`config.mk`:
```
export PLATFORM = sky130hd
export DESIGN_NAME = dac7611_scheduler
export DESIGN_NICKNAME = d
export VERILOG_FILES = /design/src/rtl/dac7611_scheduler.sv
export SDC_FILE = /design/constraint.sdc
export NUM_CORES = 1
export LEC_CHECK = 0
export CAP_MARGIN = 10
export CORE_MARGIN = 2
export CORE_UTILIZATION = 62
export DETAILED_ROUTE_END_ITERATION = 6
export DONT_BUFFER_PORTS = 1
export PLACE_DENSITY = 0.76
export SYNTH_ARGS = -nofsm -noshare
export SYNTH_HDL_FRONTEND = slang
export SYNTH_SLANG_ARGS = --single-unit
```
`constraint.sdc`:
```
create_clock -name clk -period 4.8 [get_ports clk]
set_clock_uncertainty 0.05 [all_clocks]
set_input_delay 1.44 -clock clk [delete_from_list [all_inputs] [get_ports clk]]
set_output_delay 1.44 -clock clk [all_outputs]
set_load 0.01 [all_outputs]
```
`src/rtl/dac7611_scheduler.sv`:
```
// Arbitrates 12-bit code requests from NREQ producers and serialises the winner onto a DAC7611.
// Define DAC_FIXED_PRIO_EN for fixed priority (lowest index wins); default is round-robin.
module dac7611_scheduler #(
    parameter int NREQ      = 4,
    parameter int HALF_PER  = 2,
    parameter int LD_SETUP  = 1,
    parameter int LD_WIDTH  = 2,
    parameter int CLR_WIDTH = 2,
    parameter int GAP       = 1
) (
    input  logic                 clk,
    input  logic                 reset,
    input  logic [NREQ-1:0]      req_valid,
    input  logic [12*NREQ-1:0]   req_data,
    output logic [NREQ-1:0]      req_ready,
    input  logic                 clr_req,
    output logic                 busy,
    output logic [2:0]           grant_id,
    output logic [3:0]           dac_signals_15
);

    typedef enum logic [2:0] {
        S_IDLE,
        S_SHIFT,
        S_LDSET,
        S_LOAD,
        S_CLEAR,
        S_GAP
    } state_t;

    localparam int CW = 16;
    localparam logic [CW-1:0] C_BIT_LAST   = CW'(2*HALF_PER - 1);
    localparam logic [CW-1:0] C_HALF       = CW'(HALF_PER);
    localparam logic [CW-1:0] C_LDSET_LAST = CW'(LD_SETUP - 1);
    localparam logic [CW-1:0] C_LOAD_LAST  = CW'(LD_WIDTH - 1);
    localparam logic [CW-1:0] C_CLR_LAST   = CW'(CLR_WIDTH - 1);
    localparam logic [CW-1:0] C_GAP_LAST   = CW'(GAP - 1);

    state_t          r_state;
    logic [CW-1:0]   r_cnt;
    logic [3:0]      r_bit;
    logic [11:0]     r_sh;
    logic [3:0]      r_pins;
    logic            r_busy;
    logic [2:0]      r_gid;
    logic            r_clr_pend;
`ifndef DAC_FIXED_PRIO_EN
    logic [2:0]      r_rr;
`endif

    logic            w_found;
    logic [2:0]      w_win;
    logic            w_take_clr;
    logic            w_accept;
    logic [11:0]     w_code;
    logic [CW-1:0]   w_cnt_nxt;

    always_comb begin
        w_found = 1'b0;
        w_win   = '0;
`ifdef DAC_FIXED_PRIO_EN
        for (int i = NREQ - 1; i >= 0; i--) begin
            if (req_valid[i]) begin
                w_found = 1'b1;
                w_win   = 3'(i);
            end
        end
`else
        // Scan from the pointer upwards, wrapping, and take the first valid requester.
        for (int k = 0; k < NREQ; k++) begin
            if (!w_found && req_valid[(int'(r_rr) + k) % NREQ]) begin
                w_found = 1'b1;
                w_win   = 3'((int'(r_rr) + k) % NREQ);
            end
        end
`endif
    end

    assign w_take_clr = r_clr_pend | clr_req;
    assign w_accept   = (r_state == S_IDLE) && !w_take_clr && w_found;
    assign req_ready  = w_accept ? (NREQ'(1) << w_win) : '0;
    assign w_code     = req_data[12*w_win +: 12];
    assign w_cnt_nxt  = r_cnt + 1'b1;

    always_ff @(posedge clk) begin
        if (reset) begin
            r_state    <= S_IDLE;
            r_cnt      <= '0;
            r_bit      <= '0;
            r_pins     <= 4'b1111;
            r_busy     <= 1'b0;
            r_gid      <= '0;
            r_clr_pend <= 1'b0;
`ifndef DAC_FIXED_PRIO_EN
            r_rr       <= '0;
`endif
        end else begin
            // Clears arriving while busy collapse into one pending request.
            if (clr_req && r_state != S_IDLE)
                r_clr_pend <= 1'b1;
            case (r_state)
                S_IDLE: begin
                    r_pins <= 4'b1111;
                    r_cnt  <= '0;
                    if (w_take_clr) begin
                        r_state    <= S_CLEAR;
                        r_clr_pend <= 1'b0;
                        r_busy     <= 1'b1;
                        r_pins     <= 4'b1110;
                    end else if (w_found) begin
                        r_state <= S_SHIFT;
                        r_sh    <= w_code;
                        r_bit   <= 4'd11;
                        r_gid   <= w_win;
                        r_busy  <= 1'b1;
                        r_pins  <= {1'b0, w_code[11], 2'b11};
`ifndef DAC_FIXED_PRIO_EN
                        r_rr    <= (w_win == 3'(NREQ - 1)) ? 3'd0 : w_win + 3'd1;
`endif
                    end
                end
                S_SHIFT: begin
                    if (r_cnt == C_BIT_LAST) begin
                        r_cnt <= '0;
                        if (r_bit == 4'd0) begin
                            r_state <= S_LDSET;
                            r_pins  <= 4'b1111;
                        end else begin
                            r_bit  <= r_bit - 4'd1;
                            r_sh   <= {r_sh[10:0], 1'b0};
                            r_pins <= {1'b0, r_sh[10], 2'b11};
                        end
                    end else begin
                        r_cnt  <= w_cnt_nxt;
                        r_pins <= {(w_cnt_nxt >= C_HALF), r_sh[11], 2'b11};
                    end
                end
                S_LDSET: begin
                    if (r_cnt == C_LDSET_LAST) begin
                        r_cnt   <= '0;
                        r_state <= S_LOAD;
                        r_pins  <= 4'b1101;
                    end else begin
                        r_cnt <= w_cnt_nxt;
                    end
                end
                S_LOAD: begin
                    if (r_cnt == C_LOAD_LAST) begin
                        r_cnt   <= '0;
                        r_state <= S_GAP;
                        r_pins  <= 4'b1111;
                    end else begin
                        r_cnt <= w_cnt_nxt;
                    end
                end
                S_CLEAR: begin
                    if (r_cnt == C_CLR_LAST) begin
                        r_cnt   <= '0;
                        r_state <= S_GAP;
                        r_pins  <= 4'b1111;
                    end else begin
                        r_cnt <= w_cnt_nxt;
                    end
                end
                S_GAP: begin
                    r_pins <= 4'b1111;
                    if (r_cnt == C_GAP_LAST) begin
                        r_cnt   <= '0;
                        r_state <= S_IDLE;
                        r_busy  <= 1'b0;
                    end else begin
                        r_cnt <= w_cnt_nxt;
                    end
                end
                default: begin
                    r_state <= S_IDLE;
                    r_pins  <= 4'b1111;
                end
            endcase
        end
    end

    assign busy           = r_busy;
    assign grant_id       = r_gid;
    assign dac_signals_15 = r_pins;

endmodule

```
* Word level (Yosys, flattened, before mapping)
Index checks and enable logic that the tools add are counted.
** Word-level totals
- Input port bits :: 55
- Flip-flop bits (word level) :: 46
** Operators by class
- Equality and inequality tests :: 17
- Multipliers :: 1
- Magnitude comparators :: 5
- Add/subtract/negate cells :: 6
- Shift-type cells :: 2
- Reductions and logical operators :: 28
- Multiplexer cells :: 57
- Bitwise operators :: 6
** Operator list (number)
- 16-bit one-hot mux with 4 select lines :: 1
- 12-bit two-way mux :: 4
- 16-bit two-way mux :: 3
- 48-bit by 8-bit indexed part select with 12-bit output :: 1
- 4-bit two-way mux :: 11
- 3-bit two-way mux :: 10
- 12-bit one-hot mux with 2 select lines :: 1
- 1-bit two-way mux :: 17
- 16-bit by 1-bit adder with 16-bit output, second input constant :: 1
- 16-bit by 1-bit == test with 1-bit output, second input constant :: 1
- 16-bit by 2-bit == test with 1-bit output, second input constant :: 1
- 16-bit by 2-bit >= comparator with 1-bit output, second input constant :: 1
- 16-bit logical NOT :: 1
- 4-bit one-hot mux with 4 select lines :: 1
- 3-bit one-hot mux with 5 select lines :: 1
- 2-bit inequality test, second input constant :: 7
- 3-bit by 4-bit less-than comparator with 1-bit output, second input constant :: 3
- 6-bit AND reduction :: 2
- 2-bit OR reduction :: 5
- 3-bit by 2-bit == test with 1-bit output, second input constant :: 3
- 1-bit binary-select mux with 2-bit select :: 4
- 4-bit one-hot mux with 2 select lines :: 1
- 3-bit == test, second input constant :: 2
- 1-bit logical AND :: 6
- 23 further kinds :: 34

* Logic depth before layout (Yosys ltp)
Gate-level depths: netlist (run 1).
- Word-level depth :: 19
- Mapped depth :: 10
- Mapped depth without buffers :: 8

* Worst setup path before layout (run 1)
Ideal clock, no wire load.
- Kind :: input to output
- Start :: input port req_valid[0]
- End :: output port req_ready[1]
- Stages on the path :: 8
- Data arrival time :: 2.681 ns
- Setup slack :: 0.629 ns
- Buffers on the path :: 2
- Required time :: 3.310 ns
- Cells stage by stage :: nor2b_1 -> o21ai_1 -> or3b_1 -> buf_6 -> buf_6 -> inv_2 -> ha_1 -> and2_1
** Between the ends
- Word-level cells in the longest chain between the ends :: 14
- Elaborated cells between the ends (all ways) :: 28
** RTL lines
- start: declaration :: RTL line 13 : input logic [NREQ-1:0] req_valid,
- 1-bit binary-select mux with 2-bit select :: RTL line 71 : if (!w_found && req_valid[(int'(r_rr) + k) % NREQ]) begin
- 1-bit two-way mux (implied by the code) :: RTL line 71
- 1-bit two-way mux :: RTL line 71
- 1-bit logical NOT :: RTL line 71
- 1-bit logical AND :: RTL line 71
- 1-bit two-way mux :: RTL line 71
- 1-bit logical NOT :: RTL line 71
- 1-bit logical AND :: RTL line 71
- 1-bit two-way mux :: RTL line 71
- 1-bit logical NOT :: RTL line 71
- 1-bit logical AND :: RTL line 71
- 3-bit two-way mux (*) :: RTL line 71
- named net w_win[0] :: RTL line 52 : logic [2:0] w_win;
- 1-bit by 3-bit left shift with 4-bit output (*) :: RTL line 81 : assign req_ready = w_accept ? (NREQ'(1) << w_win) : '0;
- 4-bit two-way mux (*) :: RTL line 81
- end: declaration :: RTL line 15 : output logic [NREQ-1:0] req_ready,
The timed path passes the listed nets; every way through them passes the cells marked *. The select of a mux whose other input is x is not followed.

* Worst setup path after layout (run 1)
- Start :: input port req_valid[0]
- End :: output port req_ready[2]
** Between the ends
- Word-level cells in the longest chain between the ends :: 14
- Elaborated cells between the ends (all ways) :: 28
** RTL lines (RTL line)
- 1-bit binary-select mux with 2-bit select :: 71
- 1-bit two-way mux (implied by the code) :: 71
- 1-bit two-way mux :: 71
- 1-bit logical NOT :: 71
- 1-bit logical AND :: 71
- 1-bit two-way mux :: 71
- 1-bit logical NOT :: 71
- 1-bit logical AND :: 71
- 1-bit two-way mux :: 71
- 1-bit logical NOT :: 71
- 1-bit logical AND :: 71
- 3-bit two-way mux / 1-bit two-way mux (equally long branches) :: 71
- 1-bit by 3-bit left shift with 4-bit output / 1-bit logical AND (equally long branches) :: 81, 80
- 4-bit two-way mux (*) :: 81
Mark *: on every way between the ends. The rest lies on a longest branch, timed or not. The select of a mux whose other input is x is not followed.

==> impl_results.rst, run 1 <==
.. list-table::
   :header-rows: 1

   * - Metric
     - Value
   * - Status
     - complete, no violations
   * - Clock period minus worst slack
     - 4180 ps
   * - Number of hold-slack violations in the final timing report
     - 0
   * - Placed cells
     - 406
   * - Switching power share of the total
     - 39.8%
   * - Footprint of the multi-input gates
     - 0.00193 sq mm
   * - Synthesized cell area
     - 0.00318 sq mm
   * - PD cells
     - 445 mW/mm^2
   * - Setup Buffers After CTS
     - 0
   * - CP Data Required Time
     - 3310 ps
   * - Internal power
     - 851 uW
   * - Clock share of power
     - 17.0%
   * - Critical Path Source
     - req_valid[0]
   * - Register-to-Register Path Depth
     - 4
   * - Maximum fanout count along the critical path
     - 9
   * - Port Buffers
     - 0
   * - Final weighted congestion in routability-driven placement
     - 0.796
   * - Num rows
     - 26
   * - Count of H-tree levels built during CTS
     - 2
   * - Vert. Die Dim
     - 75.6 um
   * - Core Box Area
     - 0.00504 sq mm
   * - Global router's overall resource usage
     - 23.6%
   * - HPWL after detailed placement
     - 4.72 mm
   * - Clock transition at path regs
     - 80 ps
   * - Root cell of the clock tree
     - sky130_fd_sc_hd__clkbuf_8
   * - Effective utilization at floorplan
     - 63.1%
   * - Max-capacitance violation count
     - 0
   * - R2r startpoint
     - r_state[0]$_SDFFE_PP0P_
   * - Remaining global-route overflow
     - 0
   * - TritonCTS buffer count
     - 5
   * - Number of DRC violations after detailed routing
     - 0
   * - Worst Path Class, Setup
     - in2out
   * - Setup total negative slack
     - 0 ps
   * - Portion of the clock cycle consumed by the worst path in the final layout
     - 87.0%
   * - Post-synthesis sequential area ratio
     - 32.1%
   * - Count of final max-slew check failures
     - 0
   * - Vias per Instance
     - 6.11
   * - Syn. warnings
     - 0
   * - Arrival time of data at the critical path endpoint
     - 2690 ps
   * - CTS-repair resized insts
     - 0
   * - Synth Instances
     - 363
   * - Clock tree from TritonCTS
     - built
   * - Total number of vias
     - 2528
   * - Minimum setup slack among reg-to-reg paths
     - 1910 ps
   * - DR WL/cell
     - 15.7 um
   * - Number of cells in the finished layout apart from fillers
     - 414
   * - Commonest register cell after synthesis
     - sky130_fd_sc_hd__dfxtp_1
   * - Max IR drop VDD
     - 0.245 mV
   * - CTS Buffer Depth
     - 2
   * - Switching Power
     - 562 uW
   * - Worst min-delay path category
     - reg2reg
   * - Transition time at the pin with the least slew margin
     - 980 ps
   * - Routed wire length
     - 6.49 mm
   * - Number of inserted diodes
     - 0
   * - RSZ-0062 raised after global routing
     - false
   * - EDFF count, synth
     - 12
   * - Post-synthesis to final-layout area growth
     - 0.0000315%
   * - Number of antenna-violating nets in the routed design
     - 0
   * - Drt initial violations
     - 130
   * - Number of hold-repair buffers added at the cts stage
     - 0
   * - Number of storage elements in the synthesis netlist
     - 45
   * - Post-synthesis average cell area
     - 8.76 sq um
   * - Fraction of synthesis flops using an asynchronous set or reset pin
     - 0%
   * - Final-stage net count
     - 407
   * - Clock Sinks
     - 45
   * - Global-route wire length before repair
     - 10.3 mm
   * - LEAKAGE
     - 1.21 nW
   * - Vias in the first global route
     - 2312
   * - Final setup vio count
     - 0
   * - Total I/O pin count
     - 67
   * - Endpoint of the worst-slack reg-to-reg timing path
     - r_sh[8]$_DFFE_PP_
   * - Sequential Area
     - 0.00102 sq mm
   * - Pin count of the biggest net entering global routing
     - 27
   * - Kind of start point of the critical path
     - input pin
   * - Combinational power share
     - 43.4%
   * - Die width
     - 75.6 um
   * - Max Fclk
     - 239 MHz
   * - Area of the die
     - 0.00572 sq mm
   * - Antenna violations before repair
     - 0
   * - Crit path to
     - req_ready[2]
   * - Register share of total power
     - 39.6%
   * - Layout cell share with drive strength beyond 1
     - 9.01%
   * - Distinct cell type count of the synthesized netlist
     - 63
   * - Number of nets produced by synthesis
     - 427
   * - Critical path capture point type
     - primary output
   * - Clock insertion delay at the later pin of the skew report
     - 310 ps
   * - Total power after layout
     - 1.41 mW
   * - Worst max-slew margin expressed relative to the limit
     - 34.4%
   * - First-pass iteration count of the detailed router
     - 4
   * - Number of filler instances in the final layout
     - 462
-- cell families after synthesis --
family,Yosys count,share of synthesized area [%]
other,1,0.118
muxes,52,16.9
xor gates and xnor gates,8,2.20
buffers and inverters,40,7.24
DFF,45,32.1
AOI/OAI and AO/OA,81,16.9
and+or+nand+nor,127,21.0
adders and majority gates,9,3.54
-- worst min-delay path by stage --
stage,from,to,slack (ps),depth (start not counted)
2_1_floorplan,r_rr[1]$_SDFFE_PP0P_,r_rr[1]$_SDFFE_PP0P_,400,2
3_3_place_gp,r_rr[1]$_SDFFE_PP0P_,r_rr[1]$_SDFFE_PP0P_,410,2
3_5_place_dp,r_rr[1]$_SDFFE_PP0P_,r_rr[1]$_SDFFE_PP0P_,420,2
4_1_cts,r_rr[1]$_SDFFE_PP0P_,r_rr[1]$_SDFFE_PP0P_,430,2
5_1_grt,r_rr[1]$_SDFFE_PP0P_,r_rr[1]$_SDFFE_PP0P_,440,2
6_report,r_rr[1]$_SDFFE_PP0P_,r_rr[1]$_SDFFE_PP0P_,430,2
-- registers in the layout, indices dropped and copies added (netlist names) --
| name | flops |
|---|---|
| r_cnt | 16 |
| r_sh | 12 |
| r_clr_pend | 1 |
| grant_id | 2 |
| r_rr | 2 |
| r_state | 3 |
| r_bit | 4 |
| dac_signals_15 | 4 |
| busy | 1 |
-- final cells by class --
type                    instances  share of cell area [%]
multi-input cells             278                    60.6
flip-flops and latches         45                    32.1
clock inverters                 3                   0.551
clock buffers                   5                    2.16
repair buffers                  2                   0.472
well taps                      70                    2.75
inverters                      11                    1.30
-- cells in the final DEF (no fill, tap or decap), drive strengths merged, types with 4 or more instances in the layout --
| master | instances |
|---|---|
| nor3 | 11 |
| dfxtp | 33 |
| and2 | 5 |
| nor2b | 5 |
| nor2 | 26 |
| mux2 | 13 |
| nand2 | 31 |
| nor4 | 5 |
| edfxtp | 12 |
| o211ai | 4 |
| and3 | 6 |
| o21ai | 19 |
| ha | 9 |
| a21oi | 29 |
| inv | 11 |
| a211oi | 4 |
| clkbuf | 5 |
| nand3 | 15 |
| xnor2 | 7 |
| mux2i | 39 |
| nand4 | 5 |
| a21o | 4 |
-- stage by stage --
| step | instance area (sq um) | worst slack [ps] | utilization [%] | hold WS [ps] |
|---|---|---|---|---|
| after floorplan | 3180 | 629 | - | 400 |
| after detailed placement | 3090 | 660 | 61.3 | 417 |
| after global routing | 3180 | 535 | 63.1 | 444 |
| after CTS | 3180 | 649 | 63.1 | 428 |
| after global placement | 3090 | 722 | 61.3 | 410 |
| final | 3180 | 622 | 63.1 | 430 |
-- synth_stat cells, types with 3 or more instances --
cell / n / area [sq um]
sky130_fd_sc_hd__inv_1: 10 / 37.5
sky130_fd_sc_hd__nor4_1: 4 / 25.0
sky130_fd_sc_hd__ha_1: 9 / 113
sky130_fd_sc_hd__nand3_1: 14 / 70.1
sky130_fd_sc_hd__mux2_2: 13 / 146
sky130_fd_sc_hd__a21oi_1: 28 / 140
sky130_fd_sc_hd__o21ai_1: 8 / 40.0
sky130_fd_sc_hd__a21o_1: 4 / 30.0
sky130_fd_sc_hd__xnor2_1: 7 / 61.3
sky130_fd_sc_hd__buf_2: 12 / 60.1
sky130_fd_sc_hd__buf_4: 6 / 45.0
sky130_fd_sc_hd__edfxtp_1: 12 / 360
sky130_fd_sc_hd__nor3_1: 10 / 50.1
sky130_fd_sc_hd__nand2_1: 31 / 116
sky130_fd_sc_hd__nand2b_1: 3 / 18.8
sky130_fd_sc_hd__a211oi_1: 4 / 30.0
sky130_fd_sc_hd__nor2_1: 25 / 93.8
sky130_fd_sc_hd__o211ai_1: 4 / 30.0
sky130_fd_sc_hd__buf_6: 4 / 45.0
sky130_fd_sc_hd__or3_1: 3 / 18.8
sky130_fd_sc_hd__and2_1: 5 / 31.3
sky130_fd_sc_hd__nor2b_1: 5 / 31.3
sky130_fd_sc_hd__o21ai_0: 11 / 55.1
sky130_fd_sc_hd__nand4_1: 5 / 31.3
sky130_fd_sc_hd__mux2i_1: 39 / 390
sky130_fd_sc_hd__dfxtp_1: 33 / 661
sky130_fd_sc_hd__and3_1: 6 / 37.5
sky130_fd_sc_hd__clkbuf_1: 4 / 15.0
-- power groups by stage --
stage	combinational [mW]	clock [mW]	sequential [mW]
after floorplan	0.570	0	0.534
after global placement	0.591	0	0.566
after detailed placement	0.610	0	0.570
after CTS	0.616	0.244	0.561
after global routing	0.684	0.258	0.573
final	0.613	0.240	0.560
-- critical path, stage by stage --
cell and delay (ps):
sky130_fd_sc_hd__a21o_1 80, sky130_fd_sc_hd__a21boi_0 70, sky130_fd_sc_hd__o21ai_1 530, sky130_fd_sc_hd__inv_1 180, sky130_fd_sc_hd__ha_1 220, sky130_fd_sc_hd__and2_1 170
-- metal layers --
metal / part of all wire [%] / wire [um] / track usage (%) / vias up
met5: 0 / 0 / 0 / -
met4: 1.3 / 82 / 8.97 / 0
met3: 3.2 / 209 / 5.16 / 8
met2: 51 / 3320 / 40.7 / 43
met1: 44 / 2880 / 28.9 / 1206
li1: - / - / - / 1271
(Power assumes the default switching activity.)
==> inputs of run 2 (changes only) <==
--- a/config.mk
+++ b/config.mk
@@ -6,7 +6,7 @@
 export NUM_CORES = 1
 export LEC_CHECK = 0
 export CAP_MARGIN = 10
-export CORE_MARGIN = 2
+export CORE_MARGIN = 5
 export CORE_UTILIZATION = 62
 export DETAILED_ROUTE_END_ITERATION = 6
 export DONT_BUFFER_PORTS = 1
==> run 2 against run 1 <==
Compared with the run above:
- core utilization about the same
- first-iteration DRC count up 11%
- flip-flop and latch count unchanged
- sequential share of layout area about the same
- global-route usage down 2.3 points
- die area up 17%
- critical path type unchanged
- critical endpoint is now req_ready[3]
- largest power group unchanged
- highest routed layer unchanged
==> impl_results.rst, run 2 (same netlist as run 1, synthesis figures left out) <==
.. list-table::
   :header-rows: 1

   * - Metric
     - Value
   * - Clock period minus worst slack
     - 4140 ps
   * - R2r startpoint
     - r_state[0]$_SDFFE_PP0P_
   * - Routed wire length
     - 6.58 mm
   * - Vias per Instance
     - 6.09
   * - Delay contributed by the slowest stage of the critical path
     - 480 ps
   * - Total power after layout
     - 1.41 mW
   * - Footprint of the multi-input gates
     - 0.00193 sq mm
   * - Sequential Area
     - 0.00102 sq mm
   * - PD cells
     - 444 mW/mm^2
   * - CTS Buffer Depth
     - 2
   * - Vias in the first global route
     - 2514
   * - Number of hold-repair buffers added at the cts stage
     - 0
   * - Final-stage net count
     - 407
   * - Hold slack
     - 435 ps
   * - Register-to-Register Path Depth
     - 4
   * - Maximum fanout count along the critical path
     - 9
   * - Number of inserted diodes
     - 0
   * - Critical Path Source
     - req_valid[0]
   * - Kind of start point of the critical path
     - input pin
   * - Drt initial violations
     - 144
   * - Total I/O pin count
     - 67
   * - Commonest non-fill, non-tap cell in the layout
     - sky130_fd_sc_hd__mux2i_1
   * - Critical path capture point type
     - primary output
   * - Most frequent cells in the layout
     - 39 x sky130_fd_sc_hd__mux2i_1, 33 x sky130_fd_sc_hd__dfxtp_1, 31 x sky130_fd_sc_hd__nand2_1, 28 x sky130_fd_sc_hd__a21oi_1, 25 x sky130_fd_sc_hd__nor2_1
   * - Portion of the clock cycle consumed by the worst path in the final layout
     - 86.3%
   * - TritonCTS buffer count
     - 5
   * - Clock insertion delay at the later pin of the skew report
     - 290 ps
   * - RSZ-0062 raised after global routing
     - false
   * - LEAKAGE
     - 1.20 nW
   * - Worst Path Class, Setup
     - in2out
   * - Arrival time of data at the critical path endpoint
     - 2650 ps
   * - Max-capacitance violation count
     - 0
   * - Max IR drop VDD
     - 0.247 mV
   * - Die width
     - 81.6 um
   * - Count of final max-slew check failures
     - 0
   * - Root cell of the clock tree
     - sky130_fd_sc_hd__clkbuf_8
   * - Number of filler instances in the final layout
     - 455
   * - Max Fclk
     - 241 MHz
   * - Worst max-slew margin expressed relative to the limit
     - 34.4%
   * - Endpoint of the worst-slack reg-to-reg timing path
     - r_sh[10]$_DFFE_PP_
   * - Largest register FFs
     - 16
   * - Clock transition at path regs
     - 80 ps
   * - Critical-path cell with the highest stage delay
     - sky130_fd_sc_hd__o21ai_1
   * - Status
     - complete, no violations
   * - First-pass iteration count of the detailed router
     - 4
   * - Area of the die
     - 0.00666 sq mm
   * - Total number of vias
     - 2522
   * - Final setup vio count
     - 0
   * - Num rows
     - 26
   * - Setup total negative slack
     - 0 ps
   * - Remaining global-route overflow
     - 0
   * - Crit path depth
     - 6
   * - Vert. Die Dim
     - 81.6 um
   * - Global-route wire length before repair
     - 11.4 mm
   * - DR WL/cell
     - 15.9 um
   * - Final core utilization
     - 63.1%
   * - Effective utilization at floorplan
     - 63.1%
   * - Final weighted congestion in routability-driven placement
     - 0.808
   * - Global router's overall resource usage
     - 21.3%
   * - Count of H-tree levels built during CTS
     - 2
   * - Top flop regs
     - r_cnt x16, r_sh x12
   * - Pre-CTS setup slack
     - 664 ps
   * - Minimum setup slack among reg-to-reg paths
     - 1920 ps
   * - HPWL after detailed placement
     - 4.88 mm
   * - Combined buffer and inverter count along the critical path
     - 1
   * - Kind of cell adding the most delay to the critical path
     - compound AO/OA/AOI/OAI gates
   * - Biggest register
     - r_cnt
   * - Number of hold-slack violations in the final timing report
     - 0
   * - Antenna violations before repair
     - 0
   * - Pin count of the biggest net entering global routing
     - 27
   * - Transition time at the pin with the least slew margin
     - 980 ps
   * - Layout cell share with drive strength beyond 1
     - 9.01%
   * - Worst min-delay path category
     - reg2reg
   * - CP Data Required Time
     - 3310 ps
   * - Number of antenna-violating nets in the routed design
     - 0
   * - Critical Path, Cell by Cell
     - a21o_1 > a21boi_0 > o21ai_1 > inv_1 > ha_1 > and2_1
   * - Clock Sinks
     - 45
   * - Post-synthesis to final-layout area growth
     - 0.0393%
   * - CTS-repair resized insts
     - 0
   * - Crit path to
     - req_ready[3]
   * - Port Buffers
     - 0
   * - Setup Buffers After CTS
     - 0
   * - Clock tree from TritonCTS
     - built
   * - Core Box Area
     - 0.00504 sq mm
   * - Number of DRC violations after detailed routing
     - 0
   * - Setup slack after layout
     - 657 ps
-- run 2: metrics by stage --
stage | std cells | area [sq um]
2_1_floorplan | 363 | 3180
6_report | 414 | 3180
3_3_place_gp | 406 | 3090
4_1_cts | 414 | 3180
5_1_grt | 414 | 3180
3_5_place_dp | 406 | 3090
-- run 2: area by class of cell --
cell class              instances  share of cell area [%]
flip-flops and latches         45                    32.1
clock inverters                 2                   0.472
multi-input cells             278                    60.6
repair buffers                  2                   0.472
well taps                      70                    2.75
clock buffers                   6                    2.28
inverters                      11                    1.30
-- run 2: layer usage --
metal  up-vias  routed length [um]  track usage (%)
met5         -                   0                0
met3         6                 328             3.84
li1       1268                   -                -
met2        50                3300             38.0
met4         0                  50             4.82
met1      1198                2900             26.6
-- run 2: how the worst min path moves through the flow --
stage	from	to	slack [ps]	depth (start not counted)
6_report	r_rr[1]$_SDFFE_PP0P_	r_rr[1]$_SDFFE_PP0P_	440	2
2_1_floorplan	r_rr[1]$_SDFFE_PP0P_	r_rr[1]$_SDFFE_PP0P_	400	2
3_5_place_dp	r_rr[1]$_SDFFE_PP0P_	r_rr[1]$_SDFFE_PP0P_	420	2
3_3_place_gp	r_rr[1]$_SDFFE_PP0P_	r_rr[1]$_SDFFE_PP0P_	410	2
4_1_cts	r_rr[1]$_SDFFE_PP0P_	r_rr[1]$_SDFFE_PP0P_	430	2
5_1_grt	r_rr[1]$_SDFFE_PP0P_	r_rr[1]$_SDFFE_PP0P_	450	2
-- run 2: tightest hold or removal path, stage by stage, from the launching register on --
cell and delay (ps):
sky130_fd_sc_hd__dfxtp_1 340, sky130_fd_sc_hd__nand2_1 60, sky130_fd_sc_hd__a21oi_1 50
-- run 2: where the power goes --
group	internal (mW)	switching, mW	total [mW]
registers	0.480	0.0811	0.561
clock network	0.103	0.136	0.239
logic	0.270	0.341	0.611
